<file path="config.mk">
export PLATFORM = sky130hd
export DESIGN_NAME = r2sdf_butterfly_stage
export DESIGN_NICKNAME = d
export VERILOG_FILES = /design/src/rtl/r2sdf_butterfly_stage.sv
export SDC_FILE = /design/constraint.sdc
export NUM_CORES = 1
export LEC_CHECK = 0
export ABC_CLOCK_PERIOD_IN_PS = 3700
export CAP_MARGIN = 40
export CORE_ASPECT_RATIO = 0.5
export CORE_MARGIN = 5
export CORE_UTILIZATION = 25
export DETAILED_ROUTE_END_ITERATION = 16
export MAX_ROUTING_LAYER = met4
export PLACE_DENSITY = 0.38
export SYNTH_ARGS = -nofsm -noshare
export SYNTH_HDL_FRONTEND = slang
export SYNTH_SLANG_ARGS = --single-unit
export TNS_END_PERCENT = 100
</file>
<file path="constraint.sdc">
create_clock -name sys_clk_i -period 3.7 [get_ports sys_clk_i]
set_clock_uncertainty 0.15 [all_clocks]
set_input_delay 0.555 -clock sys_clk_i [delete_from_list [all_inputs] [get_ports sys_clk_i]]
set_output_delay 0.555 -clock sys_clk_i [all_outputs]
set_load 0.01 [all_outputs]
</file>
<file path="src/rtl/r2sdf_butterfly_stage.sv">
// Radix-2 SDF decimation-in-frequency butterfly stage: pairs x[n] with x[n+D] through a
// D-entry feedback delay line and emits D sums (twiddle 0) followed by D differences (twiddle n).
module r2sdf_butterfly_stage #(
  parameter int DATA_WIDTH = 16,
  parameter int DELAY_LOG2 = 3
) (
  input  logic                    sys_clk_i,
  input  logic                    sys_rst_i,
  input  logic                    in_valid_i,
  input  logic                    in_sop_i,
  input  logic [DATA_WIDTH-1:0]   in_real_i,
  input  logic [DATA_WIDTH-1:0]   in_imag_i,
  output logic                    out_valid_o,
  output logic                    out_sop_o,
  output logic [DATA_WIDTH:0]     out_real_o,
  output logic [DATA_WIDTH:0]     out_imag_o,
  output logic [DELAY_LOG2-1:0]   out_twiddle_idx_o
);

  localparam int D  = 1 << DELAY_LOG2;
  localparam int CW = DELAY_LOG2 + 1;
  localparam int OW = DATA_WIDTH + 1;

  logic [CW-1:0]         cnt_reg, cnt_next, cnt_eff;
  logic                  primed_reg, primed_next, primed_eff;
  logic                  sop_accept, mid_sop, phase, emit, last_half;
  logic [DELAY_LOG2-1:0] addr;

  logic signed [OW-1:0]  b_re, b_im, a_re, a_im;
  logic signed [OW-1:0]  sum_re, sum_im, diff_re, diff_im;
  logic [2*OW-1:0]       rd_data, wr_data;
  logic [2*OW-1:0]       mem [D];

  logic                  out_valid_reg, out_valid_next;
  logic                  out_sop_reg, out_sop_next;
  logic [OW-1:0]         out_real_reg, out_real_next;
  logic [OW-1:0]         out_imag_reg, out_imag_next;
  logic [DELAY_LOG2-1:0] out_idx_reg, out_idx_next;

  always_comb begin
    sop_accept = in_valid_i && in_sop_i;
    mid_sop    = sop_accept && (cnt_reg != '0);
    cnt_eff    = sop_accept ? '0 : cnt_reg;
    phase      = cnt_eff[CW-1];
    addr       = cnt_eff[DELAY_LOG2-1:0];
    last_half  = phase && (addr == DELAY_LOG2'(D - 1));
    // an abandoned block leaves the delay line holding raw samples, not differences
    primed_eff = primed_reg && !mid_sop;

    rd_data = mem[addr];
    a_re    = rd_data[2*OW-1:OW];
    a_im    = rd_data[OW-1:0];
    b_re    = {in_real_i[DATA_WIDTH-1], in_real_i};
    b_im    = {in_imag_i[DATA_WIDTH-1], in_imag_i};
    sum_re  = a_re + b_re;
    sum_im  = a_im + b_im;
    diff_re = a_re - b_re;
    diff_im = a_im - b_im;
    wr_data = phase ? {diff_re, diff_im} : {b_re, b_im};
    emit    = in_valid_i && (phase || primed_eff);
  end

  always_comb begin
    cnt_next       = cnt_reg;
    primed_next    = primed_reg;
    out_valid_next = emit;
    out_sop_next   = in_valid_i && phase && (addr == '0);
    out_real_next  = out_real_reg;
    out_imag_next  = out_imag_reg;
    out_idx_next   = out_idx_reg;
    if (in_valid_i) begin
      cnt_next = cnt_eff + CW'(1);
      if (mid_sop)
        primed_next = 1'b0;
      if (last_half)
        primed_next = 1'b1;
    end
    if (emit) begin
      out_real_next = phase ? sum_re : a_re;
      out_imag_next = phase ? sum_im : a_im;
      out_idx_next  = phase ? '0 : addr;
    end
  end

  always_ff @(posedge sys_clk_i or posedge sys_rst_i) begin
    if (sys_rst_i) begin
      cnt_reg       <= '0;
      primed_reg    <= 1'b0;
      out_valid_reg <= 1'b0;
      out_sop_reg   <= 1'b0;
      out_real_reg  <= '0;
      out_imag_reg  <= '0;
      out_idx_reg   <= '0;
    end else begin
      cnt_reg       <= cnt_next;
      primed_reg    <= primed_next;
      out_valid_reg <= out_valid_next;
      out_sop_reg   <= out_sop_next;
      out_real_reg  <= out_real_next;
      out_imag_reg  <= out_imag_next;
      out_idx_reg   <= out_idx_next;
    end
  end

  // Delay line: read-before-write at the same address within one cycle.
  generate
    for (genvar gi = 0; gi < D; gi++) begin : g_delay
      always_ff @(posedge sys_clk_i) begin
        if (in_valid_i && (addr == DELAY_LOG2'(gi)))
          mem[gi] <= wr_data;
      end
    end
  endgenerate

  assign out_valid_o       = out_valid_reg;
  assign out_sop_o         = out_sop_reg;
  assign out_real_o        = out_real_reg;
  assign out_imag_o        = out_imag_reg;
  assign out_twiddle_idx_o = out_idx_reg;

endmodule

</file>
### Yosys cells after proc, flatten, opt, wreduce, memory -nomap -nowiden

Memories as Yosys holds them, arrays and structs flattened.
Cells that the tools add are included.

| cells by class | value |
|---|---|
| $add $sub $neg | 5 |
| bitwise gates (word level) | 0 |
| divide/modulo/power cells | 0 |
| equality and inequality tests | 7 |
| shifts and indexed selects | 0 |
| multiply operators | 0 |
| muxes and demuxes | 44 |
| magnitude comparators | 0 |
| reduce and logical (&&, ||, !) cells | 28 |

Operators by type and width:

| operator | count |
|---|---|
| 34-bit 2-to-1 mux | 8 |
| 34-bit OR reduction | 7 |
| 17-bit by 16-bit adder with 17-bit output | 2 |
| 17-bit 2-to-1 mux | 2 |
| 17-bit by 16-bit subtractor with 17-bit output | 2 |
| 1-bit 2-to-1 mux | 25 |
| 3-bit 2-to-1 mux | 8 |
| 1-bit logical AND | 15 |
| 3-bit == test (second input constant) | 4 |
| 3-bit by 2-bit == test with 1-bit output (second input constant) | 2 |
| 4-bit by 1-bit adder with 4-bit output (second input constant) | 1 |
| 4-bit 2-to-1 mux | 1 |
| 4-bit nonzero test | 1 |
| 3-bit by 1-bit == test with 1-bit output (second input constant) | 1 |
| 3-bit zero test | 1 |
| 2-bit AND reduction | 1 |
| 2-bit nonzero test | 1 |
| 1-bit zero test | 1 |
| 1-bit logical OR | 1 |

| word-level totals | value |
|---|---|
| latch bits | 0 |
| output and inout port bits | 39 |
| ROM bits | 0 |
| register bits after elaboration | 44 |
| bits in writable memories | 272 |
| logic and storage cells | 92 |
| memories | 1 |
| input port bits | 36 |

Memories:

| memory | words | bits a word | rd ports | clocked after Yosys merged registers in | wr ports | line | source |
|---|---|---|---|---|---|---|---|
| mem | 8 | 34 | 1 | 0 | 1 | 32 | `logic [2*OW-1:0] mem [D];` |

### Longest topological paths before layout

Gate-level depths: netlist of run 1.

| depth | value |
|---|---|
| depth after elaboration | 14 |
| gate-level depth with buffers | 18 |
| mapped depth without buffers | 15 |

### Worst setup path after synthesis of run 1

No wires, ideal clock.

| path | value |
|---|---|
| kind | input to register |
| from | input in_valid_i |
| to | memory mem[0][33] (netlist bit) (data pin) |
| setup slack | -0.782 ns |
| library setup time | 0.231 ns |
| required time | 3.319 ns |
| cell stages on the path | 17 |
| arrival time | 4.101 ns |
| path buffers | 4 |
| path through | buf_2 -> nand2_2 -> and2_1 -> buf_2 -> buf_2 -> mux4_2 -> a21o_1 -> ha_1 -> clkbuf_1 -> nor2b_1 -> o21ai_0 -> a211o_1 -> and3_1 -> nor3_1 -> nor4_1 -> nand3b_1 -> xnor2_1 |

| between the ends | value |
|---|---|
| elaborated cells between the ends (all ways) | 42 |
| those cells by class | 1 x add/sub; 6 x eq/ne; 21 x mux; 13 x reduce/logical; 1 x memory |

RTL lines:

| what | line | source |
|---|---|---|
| from (decl) | 9 | `input logic in_valid_i,` |
| 1-bit logical AND (*) | 41 | `sop_accept = in_valid_i && in_sop_i;` |
| 4-bit 2-to-1 mux (*) | 43 | `cnt_eff = sop_accept ? '0 : cnt_reg;` |
| memory read 8 x 34 bit | -- |  |
| 17-bit by 16-bit subtractor with 17-bit output | 57 | `diff_re = a_re - b_re;` |
| 34-bit 2-to-1 mux (*) | 59 | `wr_data = phase ? {diff_re, diff_im} : {b_re, b_im};` |
| via wr_data[33] | 31 | `logic [2*OW-1:0] rd_data, wr_data;` |
| 34-bit 2-to-1 mux (no source line) (6 in series) | -- |  |
| 34-bit 2-to-1 mux (no source line) (*) | -- |  |
| to (decl) | 32 |  |

The timed path passes the listed nets; every way through them passes the cells marked *.

### Worst setup path after layout of run 1

| path | value |
|---|---|
| from | register cnt_reg[2] |
| to | register out_imag_reg[16] (netlist: out_imag_o[16]) |

| between the ends | value |
|---|---|
| longest elaborated chain between the ends | 6 |
| elaborated cells between the ends (all ways) | 10 |
| those cells by class | 1 x add/sub; 2 x mux; 6 x reduce/logical; 1 x memory |

Ends and longest elaborated chain:

| what | line | source |
|---|---|---|
| from (decl) | 24 | `logic [CW-1:0] cnt_reg, cnt_next, cnt_eff;` |
| from (signal assigned) | 95 | `cnt_reg <= cnt_next;` |
| branches (longest 6 deep; another with memory read 8 x 34 bit) | -- |  |
| to (signal assigned) | 100 | `out_imag_reg <= out_imag_next;` |
| to (decl) | 37 | `logic [OW-1:0] out_imag_reg, out_imag_next;` |

Several ways; the timed one is not identified.
A chain may end at the register's enable or synchronous reset.

==> results of run 1 <==
==> kinds of logic (layout without fill, tap and decap cells) <==
group                    after synthesis  after routing
AND/OR/NAND/NOR                      320            320
adder cells (fa/ha/maj)               72             72
flip-flops                           316            316
other                                  0              1
multiplexers                          49             49
XOR/XNOR                              40             40
buffers and inverters                155            558
AO/OA/AOI/OAI                        343            343
==> final cells by class <==
type / instances / area [sq um]
fillers: 6061 / 40000
well taps: 837 / 1050
multi-input cells: 824 / 7650
diodes: 1 / 2.50
flip-flops and latches: 316 / 9270
clock inverters: 19 / 238
clock buffers: 45 / 935
inverters: 74 / 297
repair buffers: 420 / 3880
==> layout by cell type, fill, tap and decap left out, drive strengths merged, types with 46 or more instances in the layout <==
cell,count
a21oi,66
o21ai,85
edfxtp,272
inv,73
clkbuf,46
nand2,148
ha,68
buf,344
clkdlybuf4s50,72
nor2,54
==> report_power, final <==
group | leakage (nW) | switching, W | internal, W
Sequential | 3.03 | 0.000226 | 0.00475
Clock | 0.566 | 0.00146 | 0.00215
Combinational | 5.17 | 0.00574 | 0.00539
==> per-layer routing <==
| layer | vias to the layer above | part of all wire |
|---|---|---|
| met5 | - | 0 |
| met4 | 0 | 0.021 |
| met3 | 64 | 0.030 |
| met2 | 182 | 0.48 |
| met1 | 6099 | 0.47 |
| li1 | 5671 | - |
==> worst max-delay path by stage <==
stage,to,cells after the start
4_1_cts,out_imag_o[16]$_DFFE_PP0P_,13
5_1_grt,out_imag_o[16]$_DFFE_PP0P_,16
3_3_place_gp,out_real_o[15]$_DFFE_PP0P_,17
6_report,out_imag_o[16]$_DFFE_PP0P_,16
3_5_place_dp,mem[3][33]$_DFFE_PP_,17
2_1_floorplan,out_imag_o[16]$_DFFE_PP0P_,17
==> cells in the mapped netlist, drive strengths merged, types with 4 or more instances <==
| library cell | n | area share |
|---|---|---|
| nor3 | 22 | 0.0069 |
| a21boi | 4 | 0.0021 |
| a21o | 36 | 0.017 |
| a311oi | 30 | 0.016 |
| buf | 41 | 0.014 |
| a221oi | 34 | 0.019 |
| o211ai | 4 | 0.0019 |
| nand2 | 148 | 0.035 |
| fa | 4 | 0.0050 |
| nor2b | 9 | 0.0035 |
| mux2 | 5 | 0.0040 |
| clkbuf | 40 | 0.0094 |
| nand2b | 13 | 0.0055 |
| a21oi | 66 | 0.021 |
| xor2 | 5 | 0.0027 |
| xnor2 | 35 | 0.019 |
| a211oi | 6 | 0.0028 |
| o21ai | 85 | 0.028 |
| or2 | 4 | 0.0016 |
| nor4 | 9 | 0.0035 |
| and3 | 7 | 0.0027 |
| ha | 68 | 0.053 |
| nand3 | 23 | 0.0075 |
| a31oi | 12 | 0.0060 |
| dfrtp | 44 | 0.069 |
| nor3b | 7 | 0.0033 |
| edfxtp | 272 | 0.51 |
| mux4 | 34 | 0.048 |
| o21bai | 15 | 0.0073 |
| o21a | 4 | 0.0019 |
| mux2i | 10 | 0.0062 |
| nand4 | 7 | 0.0031 |
| inv | 72 | 0.017 |
| a22oi | 6 | 0.0028 |
| o31ai | 17 | 0.0092 |
| and2 | 6 | 0.0023 |
| nor2 | 54 | 0.013 |
==> repair_timing <==
item | in CTS | in global routing
buffers inserted | 36 | 15
pin swaps | 86 | 80
gates resized for setup | 171 | 104
endpoints found under the setup margin | 225 | 197
gates cloned | 2 | 1
endpoints found under the hold margin | 0 | 0
==> worst register-to-register path: cells and delay by family (launching register included) <==
family	cells	cell delay, ns
AND/OR/NAND/NOR	4	0.98
adder cells (fa/ha/maj)	1	0.27
buffers and inverters	3	0.39
AO/OA/AOI/OAI	8	1.56
flip-flops	1	0.40
==> through the flow <==
| step | cell area [sq um] | TNS [ns] |
|---|---|---|
| after floorplan | 16400 | -21.58 |
| after global routing | 23300 | -21.83 |
| after global placement | 20300 | -229.81 |
| final | 23300 | -5.06 |
| after detailed placement | 20300 | -236.17 |
| after CTS | 22700 | -5.78 |
==> flow_metrics.env, run 1 <==
export IMPL_p_total_w=0.0197
export IMPL_drt_total_wl_um=53700
export IMPL_synth_edf_count=272
export IMPL_pre_cts_slack_ns=-1.18
export IMPL_use_met1=0.207
export IMPL_min_period_ns=3.85
export IMPL_avgViaCountPerCell=4.74
export IMPL_tightest_slew_ns=0.764
export IMPL_cpPeakStageDelay_ns=0.54
export IMPL_drtIter0Drc=593
export IMPL_endpoint_kind="flip-flop"
export IMPL_hold_ws_ns=0.220
export IMPL_path_clk_slew_ns=0.06
export IMPL_cts_buffers=35
export IMPL_crit_family="compound AO/OA/AOI/OAI gates"
export IMPL_fin_util=0.369
export IMPL_report_final_slew_viol_count=0
export IMPL_ff2ff_path_depth=16
export IMPL_synth_top_family_by_area="compound AO/OA/AOI/OAI gates"
export IMPL_grt_most_used_layer="met2"
export IMPL_place_hpwl_um=37300
export IMPL_core_area_sq_mm=0.0633
export IMPL_fin_nets=1779
export IMPL_setup_viol=81
export IMPL_cp_cell_sequence="a21boi_4, buf_12, buf_6, buf_16, a221oi_2, a311oi_2, a21o_1, ha_4, or4_4, a2111o_1, nand4_2, nand3_2, a31oi_4, o21ai_2, and4_4, o31ai_4"
export IMPL_largest_reg_flops=272
export IMPL_cts_tree="done"
export IMPL_synthAdderAreaFrac=0.0580
export IMPL_grt_use_met3=0.0211
export IMPL_drc=0
export IMPL_avgSynthCellArea_sq_um=12.4
export IMPL_synth_cell_types=80
export IMPL_grt_use_total=0.155
export IMPL_wl_per_cell_um=21.2
export IMPL_drt_pass1_iterations=5
export IMPL_port_buffers=74
export IMPL_cts_path_max_buffers=3
export IMPL_die_x_um=368
export IMPL_top_register="mem"
export IMPL_gr_total_overflow=0
export IMPL_rsz0062_at_grt="yes"
export IMPL_antenna_found_initial=1
export IMPL_synth_seq_cells=316
export IMPL_worstPathMaxFanout=4
export IMPL_grt_pass1_wl_um=79700
export IMPL_ys_warn_count=0
export IMPL_clock_sinks=316
export IMPL_syn_cell_area_sq_mm=0.0160
export IMPL_die_y_um=189
export IMPL_htree_levels=2
export IMPL_min_period_over_period=1.04
export IMPL_peakVddDrop_uv=318
export IMPL_cts_root_buf="clkbuf_16"
export IMPL_ant_nets=0
export IMPL_hold_class="in2async"
export IMPL_place_gp_congestion=0.811
export IMPL_worst_slack_ns=-0.151
export IMPL_met2_usage=0.254
export IMPL_power_density_mw_per_mm2=845
export IMPL_io_pins=75
export IMPL_reg2reg_to="out_imag_o[16]$_DFFE_PP0P_"
export IMPL_cts_hold_buffers=0
export IMPL_dieArea_sq_mm=0.0696
export IMPL_cp_arrival_ns=4.14
export IMPL_rows=65
export IMPL_drv_cap=0
export IMPL_crit_required_ns=3.99
export IMPL_synthMuxAreaShare=0.0580
export IMPL_synth_xor_area_frac=0.0218
export IMPL_synth_compound_area_frac=0.151
export IMPL_syn_inst=1295
export IMPL_clk_latency_ns=0.53
export IMPL_drive_gt1_frac=0.403
export IMPL_synth_nets=1403
export IMPL_cp_start_kind="flip-flop"
export IMPL_status="finished, violations left"
export IMPL_p_leak_nw=8.76
export IMPL_violations="negative setup slack"
export IMPL_start_util=0.253
export IMPL_post_place_cells=2422
export IMPL_synth_main_ff_cell="edfxtp_1"
export IMPL_critPathKind="reg2reg"
export IMPL_slowest_stage="or4_4"
export IMPL_crit_start="cnt_reg[2]$_DFFE_PP0P_"
export IMPL_synth_simple_area_share=0.0932
export IMPL_r2r_start="cnt_reg[2]$_DFFE_PP0P_"
export IMPL_final_cell_count_no_fill=2536
export IMPL_synthToLayoutAreaGrowth_pct=45.4
export IMPL_first_global_vias=12200
export IMPL_grt_max_degree=61
export IMPL_postSynth_asyncResetShare=0.139
export IMPL_hold_violations=0
export IMPL_timing_fmax_ghz=0.260
export IMPL_reg2reg_slack_ns=-0.15
export IMPL_slew_headroom=0.490
export IMPL_vias=12000
export IMPL_ys_seq_area_frac=0.578
export IMPL_crit_buf_inv=3
(Power assumes the default switching activity.)
==> inputs of run 2 (changes only) <==
- CORE_MARGIN: 5 -> 2
- SLEW_MARGIN: not set -> 20
==> run 2 against run 1 <==
  * The run still ends with negative setup slack left
  * Critical path depth rose by 2
  * First-iteration DRC count rose by 19%
  * Clock power rose by 2%
  * Largest cell class unchanged
==> flow_metrics.env, run 2 (same netlist as run 1, synthesis figures left out) <==
export IMPL_status="finished, violations left"
export IMPL_violations="negative setup slack"
export IMPL_worst_slack_ns=-0.204
export IMPL_p_leak_nw=8.83
export IMPL_internal_power_w=0.0125
export IMPL_cts_buffers=35
export IMPL_reg2reg_slack_ns=-0.20
export IMPL_tightest_slew_ns=0.881
export IMPL_fin_nets=1793
export IMPL_timing_fmax_ghz=0.256
export IMPL_swShare=0.381
export IMPL_grt_max_degree=65
export IMPL_hold_class="in2async"
export IMPL_port_buffers=74
export IMPL_grt_pass1_wl_um=80500
export IMPL_cp_arrival_ns=4.15
export IMPL_drtIter0Drc=705
export IMPL_cts_tree="done"
export IMPL_worstPathMaxFanout=5
export IMPL_endpoint_kind="flip-flop"
export IMPL_first_global_vias=12500
export IMPL_peakVddDrop_uv=266
export IMPL_clock_sinks=316
export IMPL_start_util=0.253
export IMPL_slew_headroom=0.412
export IMPL_fin_util=0.372
export IMPL_htree_levels=2
export IMPL_cts_path_max_buffers=3
export IMPL_grt_use_total=0.167
export IMPL_seq_power_share=0.246
export IMPL_vias=12100
export IMPL_cp_start_kind="primary input"
export IMPL_drt_total_wl_um=54000
export IMPL_pre_cts_slack_ns=-1.27
export IMPL_wl_per_cell_um=21.2
export IMPL_setup_viol=106
export IMPL_report_final_slew_viol_count=0
export IMPL_clkPwrFrac=0.182
export IMPL_core_area_sq_mm=0.0633
export IMPL_hold_violations=0
export IMPL_synthToLayoutAreaGrowth_pct=46.6
export IMPL_antenna_found_initial=1
export IMPL_path_clk_slew_ns=0.07
export IMPL_ant_nets=0
export IMPL_cts_root_buf="clkbuf_16"
export IMPL_rsz0062_at_grt="yes"
export IMPL_seqCellArea_sq_mm=0.00927
export IMPL_drv_cap=0
export IMPL_mostFrequentLayoutCells="buf_4, edfxtp_1, nand2_1"
export IMPL_gr_total_overflow=0
export IMPL_avgViaCountPerCell=4.74
export IMPL_place_hpwl_um=37800
export IMPL_clk_latency_ns=0.54
export IMPL_cts_hold_buffers=0
export IMPL_critPathKind="in2reg"
export IMPL_die_y_um=183
export IMPL_r2r_start="cnt_reg[0]$_DFFE_PP0P_"
export IMPL_place_gp_congestion=0.837
export IMPL_drive_gt1_frac=0.414
export IMPL_drt_pass1_iterations=5
export IMPL_top_register="mem"
export IMPL_multiInputGateArea_sq_mm=0.00779
export IMPL_endpoint="out_imag_o[14]$_DFFE_PP0P_"
export IMPL_fill_cells=6107
export IMPL_min_period_ns=3.90
export IMPL_reg2reg_to="out_imag_o[14]$_DFFE_PP0P_"
export IMPL_ff2ff_path_depth=15
export IMPL_power_density_mw_per_mm2=859
export IMPL_min_period_over_period=1.06
export IMPL_crit_required_ns=3.95
export IMPL_dieArea_sq_mm=0.0663
export IMPL_crit_start="in_valid_i"
export IMPL_io_pins=75
export IMPL_final_common_cell="buf_4"
export IMPL_rows=65
export IMPL_largest_reg_flops=272
export IMPL_p_switching_w=0.00770
export IMPL_share_comb_of_total_power=0.572
export IMPL_drc=0
export IMPL_die_x_um=362
[run 2: cell count changes in the layout (fill, tap and decap cells not counted), sizes merged]
cell,before,now
clkbuf,46,43
clkinv,13,10
buf,344,360
diode,1,2
inv,73,77
bufbuf,1,0
[run 2: worst max-delay path: stages]
cell and delay (ns):
clkdlybuf4s15_1 0.18, buf_6 0.14, nand2_8 0.06, and2_4 0.19, buf_12 0.13, buf_12 0.13, buf_12 0.10, mux4_2 0.47
a21o_1 0.23, ha_4 0.27, or4_4 0.44, a2111o_1 0.39, nand4_4 0.11, buf_6 0.11, a31oi_4 0.10, o31ai_4 0.26
xnor2_1 0.17, o21ai_1 0.08
[run 2: layer usage]
layer  vias to the layer above  GRT usage  share of wire
met3                        75     0.0311          0.042
met4                         0     0.0357          0.022
met5                         -          -              0
met2                       225      0.276           0.48
met1                      6081      0.214           0.45
li1                       5694          -              -
[run 2: worst min path at each step]
stage	from	endpoint	slack, ns
3_3_place_gp	out_twiddle_idx_o[0]$_DFFE_PP0P_	out_twiddle_idx_o[0]$_DFFE_PP0P_	0.31
6_report	sys_rst_i	out_real_o[6]$_DFFE_PP0P_	0.25
5_1_grt	sys_rst_i	out_real_o[6]$_DFFE_PP0P_	0.30
3_5_place_dp	out_twiddle_idx_o[2]$_DFFE_PP0P_	out_twiddle_idx_o[2]$_DFFE_PP0P_	0.32
2_1_floorplan	cnt_reg[1]$_DFFE_PP0P_	cnt_reg[1]$_DFFE_PP0P_	0.36
4_1_cts	sys_rst_i	out_real_o[6]$_DFFE_PP0P_	0.25
[run 2: cell type report]
class,count,share of cell area
Sequential cell,316,0.394
Multi-Input combinational cell,824,0.331
Timing Repair Buffer,434,0.167
Tap cell,837,0.0445
Clock buffer,43,0.0398
Inverter,74,0.0124
Clock inverter,20,0.0109
Antenna cell,2,0.000213
[run 2: what timing repair did]
item                       in CTS  in global routing
cloned                          1                  0
setup endpoints to repair     224                205
pin swaps                      96                 90
buffers inserted               38                 32
gates resized for setup       174                133
[run 2: metrics by stage]
step	setup TNS (ns)	std cells	hold slack [ns]	cell area, sq um	total power (W)
after floorplan	-21.58	1295	0.356	16400	0.00989
after global placement	-229.28	2428	0.312	20300	0.0143
after detailed placement	-235.28	2428	0.325	20300	0.0143
after CTS	-8.57	2526	0.247	22700	0.0193
after global routing	-25.29	2549	0.302	23500	0.0214
final	-8.23	2550	0.253	23500	0.0202
[run 2: power by group through the flow]
stage               clock network [W]  logic [W]  registers (W)
finish                        0.00367     0.0116        0.00497
global placement                    0    0.00925        0.00503
detailed placement                  0    0.00928        0.00505
global route                  0.00390     0.0125        0.00502
CTS                           0.00377     0.0106        0.00498
floorplan                           0    0.00484        0.00505
==> RTL change 1 (settings of run 2) <==
Set the parameter `DELAY_LOG2` to 2 (it was 3).
--- a/src/rtl/r2sdf_butterfly_stage.sv
+++ b/src/rtl/r2sdf_butterfly_stage.sv
@@ -3,5 +3,5 @@
 module r2sdf_butterfly_stage #(
   parameter int DATA_WIDTH = 16,
-  parameter int DELAY_LOG2 = 3
+  parameter int DELAY_LOG2 = 2
 ) (
   input  logic                    sys_clk_i,
Interface: changed (resized out_twiddle_idx_o); port bits go from 75 to 74. No check against the original RTL was run, so the function may have changed too.
==> RTL change 1 against run 2 <==
- the flow still finishes with violations (setup timing)
- wire length is 36% lower
- setup slack better by 0.12 ns
- final area is 33% lower
- clock power is 47% lower
- final cell count is 22% lower
- maximum frequency is 3.1% higher
- area after synthesis is 34% lower
- largest power group unchanged
- sequential cell count is 138 lower
- power is 38% lower
==> RTL change 1: results (changes against run 2) <==
• **WL met2** 15710 µm, was 26080 µm
• **worst setup margin** -0.08752 ns, was -0.2039 ns
• **vias post-DR** 8910, was 12080
• **average wire per cell in the routed design** 17.57 µm, was 21.17 µm
• **Pre-Repair DR Iteration Count** 4, was 5
• **Total Wirelength** 34780 µm, was 53990 µm
• **Register-to-Register Path Depth** 17, was 15
• **vias in the first global route** 9075, was 12530
• **share of post-route cells with drive strength above 1** 34.36%, was 41.44%
• **placed wire-length estimate after detailed placement** 25480 µm, was 37770 µm
• **TritonCTS buffer count** 17, was 35
• **most numerous cell types in the synthesized netlist** 158 x sky130_fd_sc_hd__nand2_1, 136 x sky130_fd_sc_hd__edfxtp_1, 80 x sky130_fd_sc_hd__nor2_1, was 272 x sky130_fd_sc_hd__edfxtp_1, 146 x sky130_fd_sc_hd__nand2_1, 69 x sky130_fd_sc_hd__inv_1
• **delay of the slowest critical-path stage** 0.42 ns, was 0.47 ns
• **grt met1 use** 23.44%, was 21.40%
• **failing checks** setup timing, unchanged
• **Final #Nets** 1525, was 1793
• **H-tree depth** 4, was 2
• **relative max-transition margin** 41.94%, was 41.19%
• **Layout fillers** 4086, was 6107
• **outcome** finished, violations left, unchanged
• **max FFs per register** 136, was 272
• **wire length of the first global-routing pass** 53740 µm, was 80520 µm
• **library cells used by synthesis** 64, was 80
• **overall fraction of global-route tracks in use** 16.74%, was 16.68%
• **sequential-to-total area share from yosys stat** 48.82%, was 57.79%
• **final count of negative-setup-slack endpoints** 7, was 106
• **met1 wire length** 17540 µm, was 24480 µm
• **RR Startpoint** cnt_reg[1], was cnt_reg[0]
• **diode count** 0, was 2
• **Async S/R FF share, synth** 23.60%, was 13.92%
• **GP Congestion** 0.8286, was 0.8371
• **dominant cells by area after synthesis** sky130_fd_sc_hd__edfxtp_1 39%, sky130_fd_sc_hd__dfrtp_1 10%, sky130_fd_sc_hd__ha_1 8.2%, sky130_fd_sc_hd__nand2_1 5.6%, sky130_fd_sc_hd__o21ai_0 3.3%, was sky130_fd_sc_hd__edfxtp_1 51%, sky130_fd_sc_hd__dfrtp_1 6.9%, sky130_fd_sc_hd__ha_1 5.3%, sky130_fd_sc_hd__mux4_2 4.8%, sky130_fd_sc_hd__nand2_1 3.4%
• **antenna violations before repair** 0, was 1
• **largest net degree at the start of global routing** 50, was 65
• **total met3 wirelength after detailed routing** 1112 µm, was 2255 µm
• **quantity of I/O buffers inserted on ports** 73, was 74
## RTL change 1: changes by cell type after synthesis, moves of 15 or more
cell                              run 2  this run
sky130_fd_sc_hd__buf_2               24         5
sky130_fd_sc_hd__edfxtp_1           272       136
sky130_fd_sc_hd__mux4_2              34         0
sky130_fd_sc_hd__a211oi_1             6        34
sky130_fd_sc_hd__a21o_1              36        11
sky130_fd_sc_hd__a221oi_1            32         1
sky130_fd_sc_hd__nor2b_1              9        38
sky130_fd_sc_hd__o21ai_0             47        70
sky130_fd_sc_hd__a31oi_1             10        41
sky130_fd_sc_hd__o21ai_1             33        12
sky130_fd_sc_hd__nor2_1              54        80
sky130_fd_sc_hd__a311oi_1            30         4
sky130_fd_sc_hd__nand3_1             22         7
## RTL change 1: timing repair
item / 4_1_cts / 5_1_grt
gates resized for setup: 96 / 98
cloned: 2 / 0
setup buffers: 24 / 20
pin swaps: 35 / 57
endpoints found under the setup margin: 110 / 92
hold buffers: 0 / 0
## RTL change 1: power by group
part | total [µW] | switching (µW) | internal, µW
combinational | 7600 | 3870 | 3730
sequential | 3010 | 192 | 2820
clock | 1930 | 856 | 1080
total | 12500 | 4920 | 7630
## RTL change 1: area by class of cell
type,instances,area (µm²),share of cell area [%]
clock buffers,18,429.2,2.711
well taps,550,688.2,4.347
repair buffers,382,3274,20.69
flip-flops and latches,178,5137,32.46
multi-input cells,772,5851,36.96
repair inverters,1,11.26,0.07114
clock inverters,14,177.7,1.122
inverters,64,260.3,1.644
## RTL change 1: logic make-up (layout without fill, tap and decap cells)
logic type	count (synthesis)	in the layout	share of synthesized area (%)
XOR/XNOR	54	54	4.497
AO/OA/AOI/OAI	289	289	17.12
buffers and inverters	125	479	4.699
adder cells (fa/ha/maj)	73	73	8.970
flip-flops	178	178	48.82
AND/OR/NAND/NOR	342	342	14.53
multiplexers	14	14	1.368
## RTL change 1: worst max path at each step
stage	start	endpoint	slack [ns]	cells after the start
finish	cnt_reg[1]	out_real_o[16]	-0.09	17
global route	cnt_reg[1]	out_real_o[16]	-0.25	17
CTS	cnt_reg[1]	out_real_o[16]	-0.09	16
detailed placement	in_sop_i	mem[3][16]	-1.03	17
global placement	in_sop_i	out_imag_o[16]	-1.07	18
floorplan	in_valid_i	out_real_o[16]	-0.25	16
## RTL change 1: metrics by stage
step                hold WS (ns)  cells  worst slack [ns]  TNS, ns  instance area [µm²]
floorplan                 0.3113   1075           -0.2483   -1.218                10730
finish                    0.3327   1979          -0.08752  -0.4244                15830
CTS                       0.3381   1964          -0.09205  -0.3891                15180
global route              0.3536   1979           -0.2539   -3.838                15830
detailed placement        0.3250   1906            -1.027   -95.48                13940
global placement          0.3127   1906            -1.072   -93.67                13940
==> RTL change 2 (config.mk and constraints of run 2) <==
Without the edit above. Register the output `out_real_o` once more, without a reset; this adds one clock of latency there. The other outputs are not delayed to match.
--- a/src/rtl/r2sdf_butterfly_stage.sv
+++ b/src/rtl/r2sdf_butterfly_stage.sv
@@ -115,5 +115,7 @@
   assign out_valid_o       = out_valid_reg;
   assign out_sop_o         = out_sop_reg;
-  assign out_real_o        = out_real_reg;
+  always_ff @(posedge sys_clk_i) begin
+    out_real_o <= out_real_reg;
+  end
   assign out_imag_o        = out_imag_reg;
   assign out_twiddle_idx_o = out_idx_reg;
Check against the original RTL: not equivalent (Yosys sat finds a counterexample within 10 cycles, from zero or initial values and one cycle with sys_rst_i high).
==> RTL change 2 against run 2 <==
- the run still ends with setup timing left
- area after synthesis grew 0.52%
- wire length grew 3.0%
- power shrank 0.84%
- sequential power grew 4%
- via count is essentially flat
- setup slack lost 0.17 ns
- sequential cell count grew 17
- final area is essentially flat
- largest power group unchanged
==> RTL change 2: results (changes against run 2) <==
• **post-cts resize count** 171, was 174
• **final count of negative-setup-slack endpoints** 176, was 106
• **pre-CTS worst setup slack** -1.652 ns, was -1.268 ns
• **met3 track demand over resource in global routing** 3.500%, was 3.109%
• **outcome** finished, violations left, unchanged
• **delay of the slowest critical-path stage** 0.52 ns, was 0.47 ns
• **buffers inserted by post-CTS timing repair** 31, was 38
• **Syn Area/Cell** 12.50 µm², was 12.38 µm²
• **final total negative setup slack** -34.98 ns, was -8.230 ns
• **xor/xnor share of the synthesized area** 2.553%, was 2.184%
• **switching fraction of total power** 38.60%, was 38.11%
• **share of post-route cells with drive strength above 1** 39.51%, was 41.44%
• **average wire per cell in the routed design** 21.71 µm, was 21.17 µm
• **number of cells in the design after placement** 2444, was 2428
• **family of cells with the greatest summed delay on the critical path** buffers and inverters, was compound AO/OA/AOI/OAI gates
• **Layout fillers** 6215, was 6107
• **overall fraction of global-route tracks in use** 17.04%, was 16.68%
• **failing checks** setup timing, unchanged
• **sequential-to-total area share from yosys stat** 59.60%, was 57.79%
• **library cells used by synthesis** 76, was 80
• **grt met1 use** 26.94%, was 21.40%
• **Leak** 0.008826 µW, was 0.008825 µW
• **largest fanout on the critical path** 7, was 5
• **worst setup margin** -0.3717 ns, was -0.2039 ns
• **peak ir drop on the vdd network** 279.9 µV, was 266.3 µV
• **total met3 wirelength after detailed routing** 2915 µm, was 2255 µm
• **Final #Nets** 1805, was 1793
• **part of the total power dissipated in sequential elements** 25.7%, was 24.6%
• **CP arrival** 4.33 ns, was 4.15 ns
[RTL change 2: path summary, 6_finish.rpt]
kind                                         end  slack (ns)  cells after the start
worst min-delay path              out_real_o[16]        0.21                      0
min in group asynchronous         out_imag_o[12]        0.22                      2
worst min register to register    out_real_o[16]        0.21                      0
max in group asynchronous          out_imag_o[1]        2.42                      3
worst max register to register  out_real_reg[16]       -0.36                     20
worst max-delay path            out_real_reg[16]       -0.37                     22
[RTL change 2: worst register-to-register path: stages, from the launching register on]
cell                       delay (ns)
sky130_fd_sc_hd__dfrtp_1         0.36
sky130_fd_sc_hd__a21boi_4        0.20
sky130_fd_sc_hd__buf_12          0.15
sky130_fd_sc_hd__buf_12          0.15
sky130_fd_sc_hd__buf_6           0.11
sky130_fd_sc_hd__mux4_2          0.53
sky130_fd_sc_hd__nand2_4         0.11
sky130_fd_sc_hd__o31ai_4         0.11
sky130_fd_sc_hd__ha_4            0.26
sky130_fd_sc_hd__buf_8           0.13
sky130_fd_sc_hd__buf_4           0.15
sky130_fd_sc_hd__nor2b_4         0.13
sky130_fd_sc_hd__o21ai_2         0.08
sky130_fd_sc_hd__buf_6           0.14
sky130_fd_sc_hd__a211oi_4        0.24
sky130_fd_sc_hd__buf_6           0.15
sky130_fd_sc_hd__o21ai_4         0.06
sky130_fd_sc_hd__a31oi_1         0.21
sky130_fd_sc_hd__xnor2_1         0.12
sky130_fd_sc_hd__and3_1          0.19
sky130_fd_sc_hd__o31a_1          0.23
[RTL change 2: layout make-up]
cell class	instances	share of cell area, %
repair buffers	450	17.34
multi-input cells	811	31.83
clock inverters	16	0.4311
clock buffers	45	3.885
well taps	837	4.454
diodes	4	0.04257
inverters	66	1.139
flip-flops and latches	333	40.88
